==> src/rtl/ex_pkg.sv <==
// Shared types and constants for the RV32I execute stage.
// ALU op encoding, opcode/funct3 constants and the EX/MEM bundle.
package ex_pkg;

   typedef enum logic [2:0] {
      ALU_ADD = 3'b000,
      ALU_SUB = 3'b001,
      ALU_AND = 3'b010,
      ALU_OR  = 3'b011,
      ALU_XOR = 3'b100,
      ALU_SLL = 3'b101,
      ALU_SRL = 3'b110,
      ALU_SRA = 3'b111
   } alu_op_e;

   localparam logic [6:0] OPC_OP     = 7'b0110011;
   localparam logic [6:0] OPC_OP_IMM = 7'b0010011;
   localparam logic [6:0] OPC_LUI    = 7'b0110111;
   localparam logic [6:0] OPC_AUIPC  = 7'b0010111;
   localparam logic [6:0] OPC_LOAD   = 7'b0000011;
   localparam logic [6:0] OPC_STORE  = 7'b0100011;
   localparam logic [6:0] OPC_BRANCH = 7'b1100011;
   localparam logic [6:0] OPC_JAL    = 7'b1101111;
   localparam logic [6:0] OPC_JALR   = 7'b1100111;

   localparam logic [2:0] F3_BEQ  = 3'b000;
   localparam logic [2:0] F3_BNE  = 3'b001;
   localparam logic [2:0] F3_BLT  = 3'b100;
   localparam logic [2:0] F3_BGE  = 3'b101;
   localparam logic [2:0] F3_BLTU = 3'b110;
   localparam logic [2:0] F3_BGEU = 3'b111;

   localparam logic [1:0] ASEL_RS1  = 2'd0;
   localparam logic [1:0] ASEL_PC   = 2'd1;
   localparam logic [1:0] ASEL_ZERO = 2'd2;

   localparam logic BSEL_RS2 = 1'b0;
   localparam logic BSEL_IMM = 1'b1;

   localparam logic [1:0] RSEL_ALU = 2'd0;
   localparam logic [1:0] RSEL_LT  = 2'd1;
   localparam logic [1:0] RSEL_LTU = 2'd2;
   localparam logic [1:0] RSEL_PC4 = 2'd3;

   typedef struct packed {
      logic [31:0] result;
      logic [31:0] store_data;
      logic [4:0]  rd;
      logic [2:0]  funct3;
      logic        mem_read;
      logic        mem_write;
      logic        reg_write;
   } ex_mem_t;

   // SLT/SLTU run a SUB; only the flags matter for them
   function automatic alu_op_e arith_op(
      input logic [2:0] f3,
      input logic       is_op,
      input logic       b5
   );
      case (f3)
         3'b000:  return (is_op && b5) ? ALU_SUB : ALU_ADD;
         3'b001:  return ALU_SLL;
         3'b010:  return ALU_SUB;
         3'b011:  return ALU_SUB;
         3'b100:  return ALU_XOR;
         3'b101:  return b5 ? ALU_SRA : ALU_SRL;
         3'b110:  return ALU_OR;
         default: return ALU_AND;
      endcase
   endfunction

endpackage

==> src/rtl/ex_decode.sv <==
// Combinational opcode/funct decode for the execute stage.
// Produces ALU op, operand selects and memory/writeback controls.
module ex_decode
   import ex_pkg::*;
(
   input  logic [6:0] opcode,
   input  logic [2:0] funct3,
   input  logic       funct7_b5,
   output logic [2:0] alu_op,
   output logic [1:0] a_sel,
   output logic       b_sel,
   output logic [1:0] res_sel,
   output logic       reg_write,
   output logic       mem_read,
   output logic       mem_write,
   output logic       is_branch,
   output logic       is_jal,
   output logic       is_jalr
);

   logic [1:0] slt_sel;

   assign slt_sel = (funct3 == 3'b010) ? RSEL_LT :
                    (funct3 == 3'b011) ? RSEL_LTU : RSEL_ALU;

   always_comb begin
      alu_op    = ALU_ADD;
      a_sel     = ASEL_RS1;
      b_sel     = BSEL_RS2;
      res_sel   = RSEL_ALU;
      reg_write = 1'b0;
      mem_read  = 1'b0;
      mem_write = 1'b0;
      is_branch = 1'b0;
      is_jal    = 1'b0;
      is_jalr   = 1'b0;
      unique case (1'b1)
         (opcode == OPC_OP): begin
            alu_op    = arith_op(funct3, 1'b1, funct7_b5);
            res_sel   = slt_sel;
            reg_write = 1'b1;
         end
         (opcode == OPC_OP_IMM): begin
            alu_op    = arith_op(funct3, 1'b0, funct7_b5);
            b_sel     = BSEL_IMM;
            res_sel   = slt_sel;
            reg_write = 1'b1;
         end
         (opcode == OPC_LUI): begin
            a_sel     = ASEL_ZERO;
            b_sel     = BSEL_IMM;
            reg_write = 1'b1;
         end
         (opcode == OPC_AUIPC): begin
            a_sel     = ASEL_PC;
            b_sel     = BSEL_IMM;
            reg_write = 1'b1;
         end
         (opcode == OPC_LOAD): begin
            b_sel     = BSEL_IMM;
            mem_read  = 1'b1;
            reg_write = 1'b1;
         end
         (opcode == OPC_STORE): begin
            b_sel     = BSEL_IMM;
            mem_write = 1'b1;
         end
         (opcode == OPC_BRANCH): begin
            alu_op    = ALU_SUB;
            is_branch = 1'b1;
         end
         (opcode == OPC_JAL): begin
            res_sel   = RSEL_PC4;
            reg_write = 1'b1;
            is_jal    = 1'b1;
         end
         (opcode == OPC_JALR): begin
            b_sel     = BSEL_IMM;
            res_sel   = RSEL_PC4;
            reg_write = 1'b1;
            is_jalr   = 1'b1;
         end
         default: ;
      endcase
   end

endmodule

==> src/rtl/ex_stage.sv <==
// RV32I execute stage: operand select, branch resolution, redirect
// and the EX/MEM register behind a valid/ready handshake.
module ex_stage
   import ex_pkg::*;
#(
   parameter int XLEN = 32
) (
   input  logic            clk,
   input  logic            rst_n,
   input  logic            id_valid,
   output logic            id_ready,
   input  logic [XLEN-1:0] id_pc,
   input  logic [XLEN-1:0] id_rs1_data,
   input  logic [XLEN-1:0] id_rs2_data,
   input  logic [XLEN-1:0] id_imm,
   input  logic [6:0]      id_opcode,
   input  logic [2:0]      id_funct3,
   input  logic            id_funct7_b5,
   input  logic [4:0]      id_rd,
   output logic [XLEN-1:0] alu_in1,
   output logic [XLEN-1:0] alu_in2,
   output logic [2:0]      alu_op,
   input  logic [XLEN-1:0] alu_out,
   input  logic            alu_zero,
   input  logic            alu_lt,
   input  logic            alu_ltu,
   output logic            ex_valid,
   input  logic            ex_ready,
   output logic [XLEN-1:0] ex_result,
   output logic [XLEN-1:0] ex_store_data,
   output logic [4:0]      ex_rd,
   output logic [2:0]      ex_funct3,
   output logic            ex_mem_read,
   output logic            ex_mem_write,
   output logic            ex_reg_write,
   output logic            redirect_valid,
   output logic [XLEN-1:0] redirect_pc,
   input  logic            flush
);

   logic [1:0]      a_sel;
   logic [1:0]      res_sel;
   logic            b_sel;
   logic            d_rw;
   logic            d_mr;
   logic            d_mw;
   logic            is_br;
   logic            is_jal;
   logic            is_jalr;
   logic            cond;
   logic            take;
   logic            accept;
   logic [XLEN-1:0] pc4;
   logic [XLEN-1:0] br_tgt;
   logic [XLEN-1:0] tgt;
   ex_mem_t         d;
   ex_mem_t         q;
   logic            valid_q;
   logic            redir_q;
   logic [XLEN-1:0] rpc_q;

   ex_decode u_dec (
      .opcode    (id_opcode),
      .funct3    (id_funct3),
      .funct7_b5 (id_funct7_b5),
      .alu_op    (alu_op),
      .a_sel     (a_sel),
      .b_sel     (b_sel),
      .res_sel   (res_sel),
      .reg_write (d_rw),
      .mem_read  (d_mr),
      .mem_write (d_mw),
      .is_branch (is_br),
      .is_jal    (is_jal),
      .is_jalr   (is_jalr)
   );

   always_comb begin
      unique case (a_sel)
         ASEL_PC:   alu_in1 = id_pc;
         ASEL_ZERO: alu_in1 = '0;
         default:   alu_in1 = id_rs1_data;
      endcase
   end

   assign alu_in2 = (b_sel == BSEL_IMM) ? id_imm : id_rs2_data;

   // the ALU is busy with the compare, so targets use local adders
   assign pc4    = id_pc + 32'd4;
   assign br_tgt = id_pc + id_imm;
   assign tgt    = is_jalr ? (alu_out & ~32'd1) : br_tgt;

   always_comb begin
      case (id_funct3)
         F3_BEQ:  cond = alu_zero;
         F3_BNE:  cond = !alu_zero;
         F3_BLT:  cond = alu_lt;
         F3_BGE:  cond = !alu_lt;
         F3_BLTU: cond = alu_ltu;
         F3_BGEU: cond = !alu_ltu;
         default: cond = 1'b0;
      endcase
   end

   assign take = is_jal || is_jalr || (is_br && cond);

   always_comb begin
      d            = '0;
      d.store_data = id_rs2_data;
      d.rd         = id_rd;
      d.funct3     = id_funct3;
      d.mem_read   = d_mr;
      d.mem_write  = d_mw;
      d.reg_write  = d_rw && (id_rd != 5'd0);
      unique case (res_sel)
         RSEL_LT:  d.result = {31'b0, alu_lt};
         RSEL_LTU: d.result = {31'b0, alu_ltu};
         RSEL_PC4: d.result = pc4;
         default:  d.result = alu_out;
      endcase
   end

   // during the redirect pulse the input is drained as wrong-path
   assign id_ready = redir_q || !valid_q || ex_ready;
   assign accept   = id_valid && id_ready && !redir_q;

   always_ff @(posedge clk or negedge rst_n) begin
      if (!rst_n) begin
         q       <= '0;
         valid_q <= 1'b0;
         redir_q <= 1'b0;
         rpc_q   <= '0;
      end else if (flush) begin
         valid_q <= 1'b0;
         redir_q <= 1'b0;
      end else if (accept) begin
         q       <= d;
         valid_q <= 1'b1;
         redir_q <= take;
         if (take) rpc_q <= tgt;
      end else begin
         redir_q <= 1'b0;
         if (ex_ready) valid_q <= 1'b0;
      end
   end

   assign ex_valid       = valid_q;
   assign ex_result      = q.result;
   assign ex_store_data  = q.store_data;
   assign ex_rd          = q.rd;
   assign ex_funct3      = q.funct3;
   assign ex_mem_read    = q.mem_read;
   assign ex_mem_write   = q.mem_write;
   assign ex_reg_write   = q.reg_write;
   assign redirect_valid = redir_q;
   assign redirect_pc    = rpc_q;

endmodule

==> config.mk <==
export PLATFORM = sky130hd
export DESIGN_NAME = ex_stage
export DESIGN_NICKNAME = d
export VERILOG_FILES = /design/src/rtl/ex_pkg.sv /design/src/rtl/ex_decode.sv /design/src/rtl/ex_stage.sv
export SDC_FILE = /design/constraint.sdc
export NUM_CORES = 1
export LEC_CHECK = 0
export CORE_ASPECT_RATIO = 0.6
export CORE_UTILIZATION = 45
export DETAILED_ROUTE_END_ITERATION = 6
export HOLD_SLACK_MARGIN = 0.06
export PLACE_DENSITY = 0.94
export SYNTH_ARGS = -nofsm -noshare
export SYNTH_HDL_FRONTEND = slang
export SYNTH_SLANG_ARGS = --single-unit
==> constraint.sdc <==
create_clock -name clk -period 6.05 [get_ports clk]
set_input_delay 1.815 -clock clk [delete_from_list [all_inputs] [get_ports clk]]
set_output_delay 1.815 -clock clk [all_outputs]
set_load 0.005 [all_outputs]
# Word-level counts from Yosys, hierarchy flattened
# Cells that the tools add are included.
dict set report word_totals {
  reg_bits 109
  output_inout_bits 177
  elab_cells 83
}
dict set report op_classes {
  n_addsub 2
  eq_ne 21
  n_mux 26
  bitwise 1
  n_reduce_logical 23
}
# operator n
set ops {}
lappend ops {{32-bit one-hot mux with 3 select lines} 1}
lappend ops {{32-bit 2-to-1 mux} 2}
lappend ops {{32-bit one-hot mux with 2 select lines} 1}
lappend ops {{3-bit one-hot mux with 6 select lines} 2}
lappend ops {{32-bit by 3-bit adder with 32-bit output (second input constant)} 1}
lappend ops {{32-bit adder} 1}
lappend ops {{7-bit by 6-bit equality test with 1-bit output (second input constant)} 3}
lappend ops {{7-bit equality test (second input constant)} 3}
lappend ops {{7-bit by 5-bit equality test with 1-bit output (second input constant)} 2}
lappend ops {{1-bit 2-to-1 mux} 14}
lappend ops {{3-bit equality test (second input constant)} 4}
lappend ops {{3-bit one-hot mux with 3 select lines} 1}
lappend ops {{2-bit one-hot mux with 2 select lines} 2}
lappend ops {{7-bit by 2-bit equality test with 1-bit output (second input constant)} 1}
lappend ops {{7-bit OR reduction} 1}
lappend ops {{2-bit equality test (second input constant)} 3}
lappend ops {{3-bit by 2-bit equality test with 1-bit output (second input constant)} 2}
lappend ops {{1-bit one-hot mux with 6 select lines} 1}
lappend ops {{2-bit OR reduction} 3}
lappend ops {{6-bit OR reduction} 1}
lappend ops {{1-bit logical NOT} 5}
lappend ops {{5-bit nonzero test} 1}
lappend ops {{2-bit by 1-bit equality test with 1-bit output (second input constant)} 2}
lappend ops {{1-bit logical AND} 4}
lappend ops {{8 further kinds} 12}

# Depth between registers and ports, before layout
# Gate-level depths: netlist of the first run.
dict set report depth {
  ltp_word 7
  mapped_depth 10
  depth_no_buf 10
}

# By module
# Synthesis of the first run repeated with hierarchy kept, for this count alone.
dict set report unflattened {
  hier_cells 1004
  hier_area_um2 7891.3
}
# module n_inst cells_per_inst area_each_um2 seq_area_each_um2
set by_module_without_submodules {}
lappend by_module_without_submodules {ex_stage 1 962 7656.1 2727.6}
lappend by_module_without_submodules {ex_decode 1 42 235.2 0.0}

# Worst setup path before layout of the first run
# OpenSTA, ideal clock, no wires.
dict set report synth_timing {
  path_kind {input-to-output}
  startpoint {in id_opcode[3]}
  endpoint {out alu_in1[0]}
  t_arrival_ps 3431
  setup_slack_ps 804
  path_stages 8
  cell_sequence {nand3b_1 -> nor2_1 -> and4b_1 -> ha_1 -> clkbuf_1 -> nor2b_1 -> clkbuf_1 -> a22o_1}
}
dict set report synth_via {
  elab_chain_len 4
}
# item line
set synth_lines {}
lappend synth_lines {{start: declaration} ex_stage.sv:16} ;# input logic [6:0] id_opcode,
lappend synth_lines {{7-bit by 5-bit equality test with 1-bit output / 7-bit by 6-bit equality test with 1-bit output (equally long branches)} {ex_decode.sv:54, ex_decode.sv:49}}
lappend synth_lines {{2-bit one-hot mux with 2 select lines (*)} ex_decode.sv:37} ;# unique case (1'b1)
lappend synth_lines {{2-bit equality test / 2-bit by 1-bit equality test with 1-bit output (equally long branches)} ex_stage.sv:79} ;# unique case (a_sel)
lappend synth_lines {{32-bit one-hot mux with 2 select lines (*)} ex_stage.sv:79}
lappend synth_lines {{end: declaration} ex_stage.sv:20} ;# output logic [XLEN-1:0] alu_in1,
# Every way passes the cells marked *; elsewhere a longest branch is shown, timed or not.

# Final worst setup path of the first run
dict set report layout_timing {
  startpoint {in id_opcode[0]}
  endpoint {out alu_in1[21]}
}
# The elaborated chain is that of the path after synthesis.

==> results.yml, run 1 <==
cts:
  insertion_delay_ns: 0.35
  postCtsSetupRepairBufs: 0
  cts_tree: "yes"
  numCtsBuffers: 9
  clk_pin_slew_ns: 0.08
  hold_buffers: 0
  cts_root_buffer: "clkbuf_16"
  cts_resized: 2
  cts_sinks: 109
  h-tree-depth: 3
  cts_buffer_depth: 2
global_route:
  grt_pass1_vias: 8506
  grt_overflow: 0
  antenna_found_initial: 0
  grt_pass1_wl_um: 47430
  grt_use_total: 0.3571
  grt_max_degree: 83
worst_setup_path:
  critical_path_arrival_ns: 4.19
  crit_fanout: 17
  end_kind: "output pin"
  critPathLaunchType: "input port"
  crit_type: "in2out"
  worstRegToRegCells: 8
  crit_required_ns: 4.24
synth:
  synthSimpleGateAreaFrac: 0.2269
  ys_types: 65
  postSynth.asyncResetShare: 1.000
  synth_top_family_by_area: "simple AND/OR/NAND/NOR gates"
  yosys_register_bits: 109
  netlist_area_sq_mm: 0.007660
  muxShareOfSynthArea: 0.05096
  synth-xor-area-share: 0.06517
  syn_avg_cell_area_sq_um: 8.263
  synth_edf_count: 0
  synth_seq_area_share: 0.3561
  synth_nets: 1145
  synth_warnings: 0
  syn_inst: 927
  synthAdderAreaFrac: 0.05652
  synth_ff_type: "dfrtp_1"
  synth_compound_area_frac: 0.2081
finish:
  final_util: 0.7190
  stdcell_area_sq_mm: 0.01182
  areaGrowthSynthToFinish_pct: 54.31
  antenna_cells: 0
  fin_nets: 1479
  drive_gt1_frac: 0.07589
drt:
  vias_per_cell: 5.919
  drt_drc_violations_left: 0
  vias: 8837
  drtAntennaViolNets: 0
  wirelength_um: 32020
  dr.pass1.iters: 5
  post_drt_wl_per_cell_um: 21.45
  drt_iter0_drc: 893
timing:
  finClkSkew_ns: 0.01074
  hold_violations: 0
  setup_violations: 0
  worst_slew_pin_slew_ns: 0.9880
  period_needed_ns: 6.007
  slew_viol_final: 0
  max_freq_ghz: 0.1665
  slew_headroom: 0.3413
  period_share: 0.9929
placed_design:
  gp_congestion: 0.9264
  dp_hpwl_um: 24580
  dpl_cell_area_sq_mm: 0.01152
  port_buffers: 360
floorplanning:
  ios: 361
  fp-row-count: 36
  fp.dieW_um: 170.4
  die-area_sq_mm: 0.01757
  die_h_um: 103.1
  initial_core_util: 0.4659
  core_area_sq_mm: 0.01644
status:
  status: "complete, no violations"
run:
  cap_viol_max_count: 0
hold_path:
  hold_depth: 2
  min_path_type: "reg2reg"
power:
  power.density_mw_per_mm2: 203.0
  leakage_uw: 0.004985
  vdd_drop_max_mv: 0.1304
==> per-stage QoR <==
stage | std cells | power, uW | hold slack (ns) | setup WS (ns) | setup TNS, ns
2_1_floorplan | 927 | 1254 | 0.4628 | 0.8045 | 0
3_3_place_gp | 1478 | 1782 | 0.4566 | 0.09774 | 0
3_5_place_dp | 1478 | 1809 | 0.4616 | -0.03726 | -0.1259
4_1_cts | 1493 | 2389 | 0.4817 | 0.03743 | 0
5_1_grt | 1493 | 2504 | 0.4954 | -0.03447 | -0.5121
6_report | 1493 | 2399 | 0.4802 | 0.04321 | 0
==> cells in the final DEF, fill, tap and decap left out, types with 17 or more instances in the layout <==
master / instances
nand4_1: 17
nor2_1: 104
dfrtp_1: 109
nand3_1: 28
nand2_1: 196
clkdlybuf4s50_1: 359
xnor2_1: 33
a21oi_1: 59
mux2_2: 32
xor2_1: 24
ha_1: 32
o21ai_0: 30
a221oi_1: 22
a22o_1: 32
==> where the power goes <==
part / leakage [uW] / total, uW / switching [uW] / internal, uW
registers: 0.00136 / 900 / 63.5 / 836
logic: 0.00350 / 914 / 410 / 504
clock network: 0.000126 / 586 / 304 / 282
==> area by class of cell <==
cell class                      instances  area [sq um]
Fill cell                            1210          4621
Clock buffer                            9         225.2
Sequential cell                       109          2728
Clock inverter                          6         47.55
Tap cell                              228         285.3
Timing Repair Buffer                  378          3772
Inverter                               11         42.54
Multi-Input combinational cell        752          4720
==> final timing paths <==
check / startpoint / end / slack [ns]
setup / recovery: id_opcode[0] / alu_in1[21] / 0.04
hold / removal: ex_rd[0]$_DFFE_PN0P_ / ex_rd[0]$_DFFE_PN0P_ / 0.48
hold reg to reg: ex_rd[0]$_DFFE_PN0P_ / ex_rd[0]$_DFFE_PN0P_ / 0.48
min in group asynchronous: rst_n / ex_result[0]$_DFFE_PN0P_ / 1.61
max in group asynchronous: rst_n / redirect_pc[15]$_DFFE_PN0P_ / 3.33
setup reg to reg: ex_valid$_DFFE_PN0P_ / redirect_pc[24]$_DFFE_PN0P_ / 3.07
==> flip-flops by register name, summed over array words and instances, names as in the netlist <==
signal and flops:
ex_reg_write 1, ex_valid 1, redirect_pc 32, redirect_valid 1
ex_mem_read 1, ex_rd 5, ex_mem_write 1, ex_funct3 3
ex_store_data 32, ex_result 32
==> cell usage after synthesis (10+ instances only) <==
cell type,count,area (sq um)
a21o_1,16,120.1
a21oi_1,59,295.3
a221oi_1,22,192.7
a22o_1,32,280.3
buf_2,20,100.1
clkbuf_1,33,123.9
dfrtp_1,109,2728
ha_1,33,412.9
inv_1,10,37.54
mux2_2,32,360.4
nand2_1,196,735.7
nand3_1,28,140.1
nand4_1,17,106.4
nor2_1,106,397.9
nor3_1,12,60.06
o21ai_0,30,150.1
xnor2_1,33,289.0
xor2_1,24,210.2
==> critical path, stage by stage <==
cell and delay (ns):
clkdlybuf4s50_1 0.50, nand3b_1 0.16, nor2_2 0.18, and4b_1 0.27, ha_4 0.23, nor2b_4 0.16
buf_12 0.18, a22o_1 0.15, clkdlybuf4s50_1 0.52
==> logic make-up (layout without fill, tap and decap cells) <==
logic type      Yosys count  count (layout)
fa+ha+maj                34              34
simple gates            394             394
xor+xnor                 57              57
buf+inv                  66             404
flops                   109             109
mux                      35              35
compound gates          232             232
==> metal layers <==
layer	GRT usage	vias to the layer above	part of all wire
li1	-	3970	-
met1	0.4922	4200	0.42
met2	0.5627	589	0.44
met3	0.08177	78	0.11
met4	0.1033	0	0.027
met5	0	-	0
No activity file was read; power rests on OpenSTA's default activity.
==> inputs of run 2 (changes only) <==
- CELL_PAD_IN_SITES_DETAIL_PLACEMENT: unset -> 0
- CELL_PAD_IN_SITES_GLOBAL_PLACEMENT: unset -> 1
- CORE_UTILIZATION: 45 -> 32
- PLACE_DENSITY: 0.94 -> 0.95
==> results.yml, run 2 (synthesized netlist as in run 1, its figures left out) <==
power:
  pwr-share-comb: 0.376
  power.share.clock: 0.250
  design_power_total_uw: 2406
  p_sw_frac: 0.3211
  p_sw_uw: 772.4
  vdd_drop_max_mv: 0.1369
  power.density_mw_per_mm2: 200.1
  seqPwrFrac: 0.373
  p_int_uw: 1633
  leakage_uw: 0.005049
global_route:
  antenna_found_initial: 1
  grt_pass1_wl_um: 48420
  grt_use_total: 0.2611
  grt_overflow: 0
  grt_max_degree: 72
  grt_pass1_vias: 8174
timing:
  slew_headroom: 0.2372
  max_freq_ghz: 0.1676
  worst_slew_pin_slew_ns: 1.143
  hold_violations: 0
  slew_viol_final: 0
  period_needed_ns: 5.968
  setup_violations: 0
  finClkSkew_ns: 0.01009
  period_share: 0.9864
worst_setup_path:
  critPathLaunchType: "input port"
  crit_type: "in2out"
  critical_path_arrival_ns: 4.15
  crit_fanout: 8
  crit_required_ns: 4.24
  end_kind: "output pin"
run:
  cap_viol_max_count: 0
drt:
  dr.pass1.iters: 7
  drt_iter0_drc: 633
  wirelength_um: 33180
  vias: 8541
  drt_drc_violations_left: 1
  post_drt_wl_per_cell_um: 20.92
  drtAntennaViolNets: 0
  vias_per_cell: 5.385
hold_path:
  min_path_type: "reg2reg"
cts:
  insertion_delay_ns: 0.36
  cts_buffer_depth: 2
  h-tree-depth: 3
  numCtsBuffers: 9
  clk_pin_slew_ns: 0.07
  cts_sinks: 109
  cts_tree: "yes"
  cts_root_buffer: "clkbuf_16"
  hold_buffers: 0
finish:
  drive_gt1_frac: 0.07953
  final_common_cell: "clkdlybuf4s50_1"
  areaGrowthSynthToFinish_pct: 56.97
  mostFrequentLayoutCells: "357 x clkdlybuf4s50_1, 196 x nand2_1, 109 x dfrtp_1"
  stdcell_area_sq_mm: 0.01202
  fin_nets: 1484
  final_util: 0.5161
floorplanning:
  initial_core_util: 0.3288
  die_h_um: 121.8
  core_area_sq_mm: 0.02330
  fp.dieW_um: 201.7
  ios: 361
  fp-row-count: 43
  die-area_sq_mm: 0.02458
status:
  status: "finished with violations"
  violations: "design-rule violations"
placed_design:
  port_buffers: 360
  gp_congestion: 0.9333
  dp_hpwl_um: 25090
  dpl_cell_area_sq_mm: 0.01164
==> run 2: cell count changes in the layout (fill, tap and decap cells not counted) <==
cell	previous run	this run
buf_12	2	3
buf_4	15	18
buf_8	1	0
clkbuf_16	9	11
clkbuf_8	0	1
clkdlybuf4s50_1	359	357
clkinv_2	2	1
clkinv_4	0	1
clkinvlp_4	3	2
diode_2	0	1
dlymetal6s2s_1	0	2
==> run 2: per-layer routing <==
metal	track usage	wire length, um
met5	0	0
met4	0.08239	923
met2	0.3815	13730
met3	0.08614	3310
met1	0.3621	15210
==> run 2: worst paths after layout <==
kind                                          startpoint                       endpoint  slack [ns]  cells after the start
min                        ex_store_data[20]$_DFFE_PN0P_  ex_store_data[20]$_DFFE_PN0P_        0.48                      2
min in group asynchronous                          rst_n  ex_store_data[16]$_DFFE_PN0P_        1.63                      1
max reg2reg                     redirect_valid$_DFF_PN0_    redirect_pc[31]$_DFFE_PN0P_        3.58                      8
max                                         id_opcode[0]                    alu_in1[14]        0.08                     10
max in group asynchronous                          rst_n        ex_mem_read$_DFFE_PN0P_        3.34                      2
min reg2reg                ex_store_data[20]$_DFFE_PN0P_  ex_store_data[20]$_DFFE_PN0P_        0.48                      2
==> run 2: worst max-delay path: stages <==
cell and delay (ns):
clkdlybuf4s50_1 0.49, nand3b_1 0.13, nor2_2 0.14, and4b_1 0.27, ha_4 0.23, nor2b_4 0.12
buf_12 0.14, clkbuf_16 0.17, a22o_1 0.13, clkdlybuf4s50_1 0.50
==> run 2: timing repair <==
action | in CTS | in global routing
gates resized for setup | 0 | 4
hold endpoints to repair | 0 | 0
buffers inserted | 0 | 1
endpoints found under the setup margin | 0 | 33
==> run 2: cell type report <==
cell class,count,area (sq um)
Fill cell,2216,11270
Clock buffer,10,239.0
Multi-Input combinational cell,752,4720
Tap cell,315,394.1
Inverter,11,42.54
Antenna cell,1,2.502
Sequential cell,109,2728
Timing Repair Buffer,383,3855
Clock inverter,5,43.79
==> run 2: power groups by stage <==
stage	Combinational (uW)	Sequential, uW	Clock (uW)
final	906	899	602
after global routing	977	912	642
after CTS	904	899	617
after detailed placement	900	913	0
after global placement	891	907	0
after floorplan	339	915	0
==> run 2: per-stage QoR <==
step,worst slack [ns],hold WS (ns),TNS [ns],std cells
floorplan,0.8045,0.4628,0,927
global placement,0.1692,0.4498,0,1566
detailed placement,0.1132,0.4625,0,1566
CTS,0.09676,0.4796,0,1581
global route,-0.02469,0.4995,-0.2183,1586
finish,0.08214,0.4755,0,1586
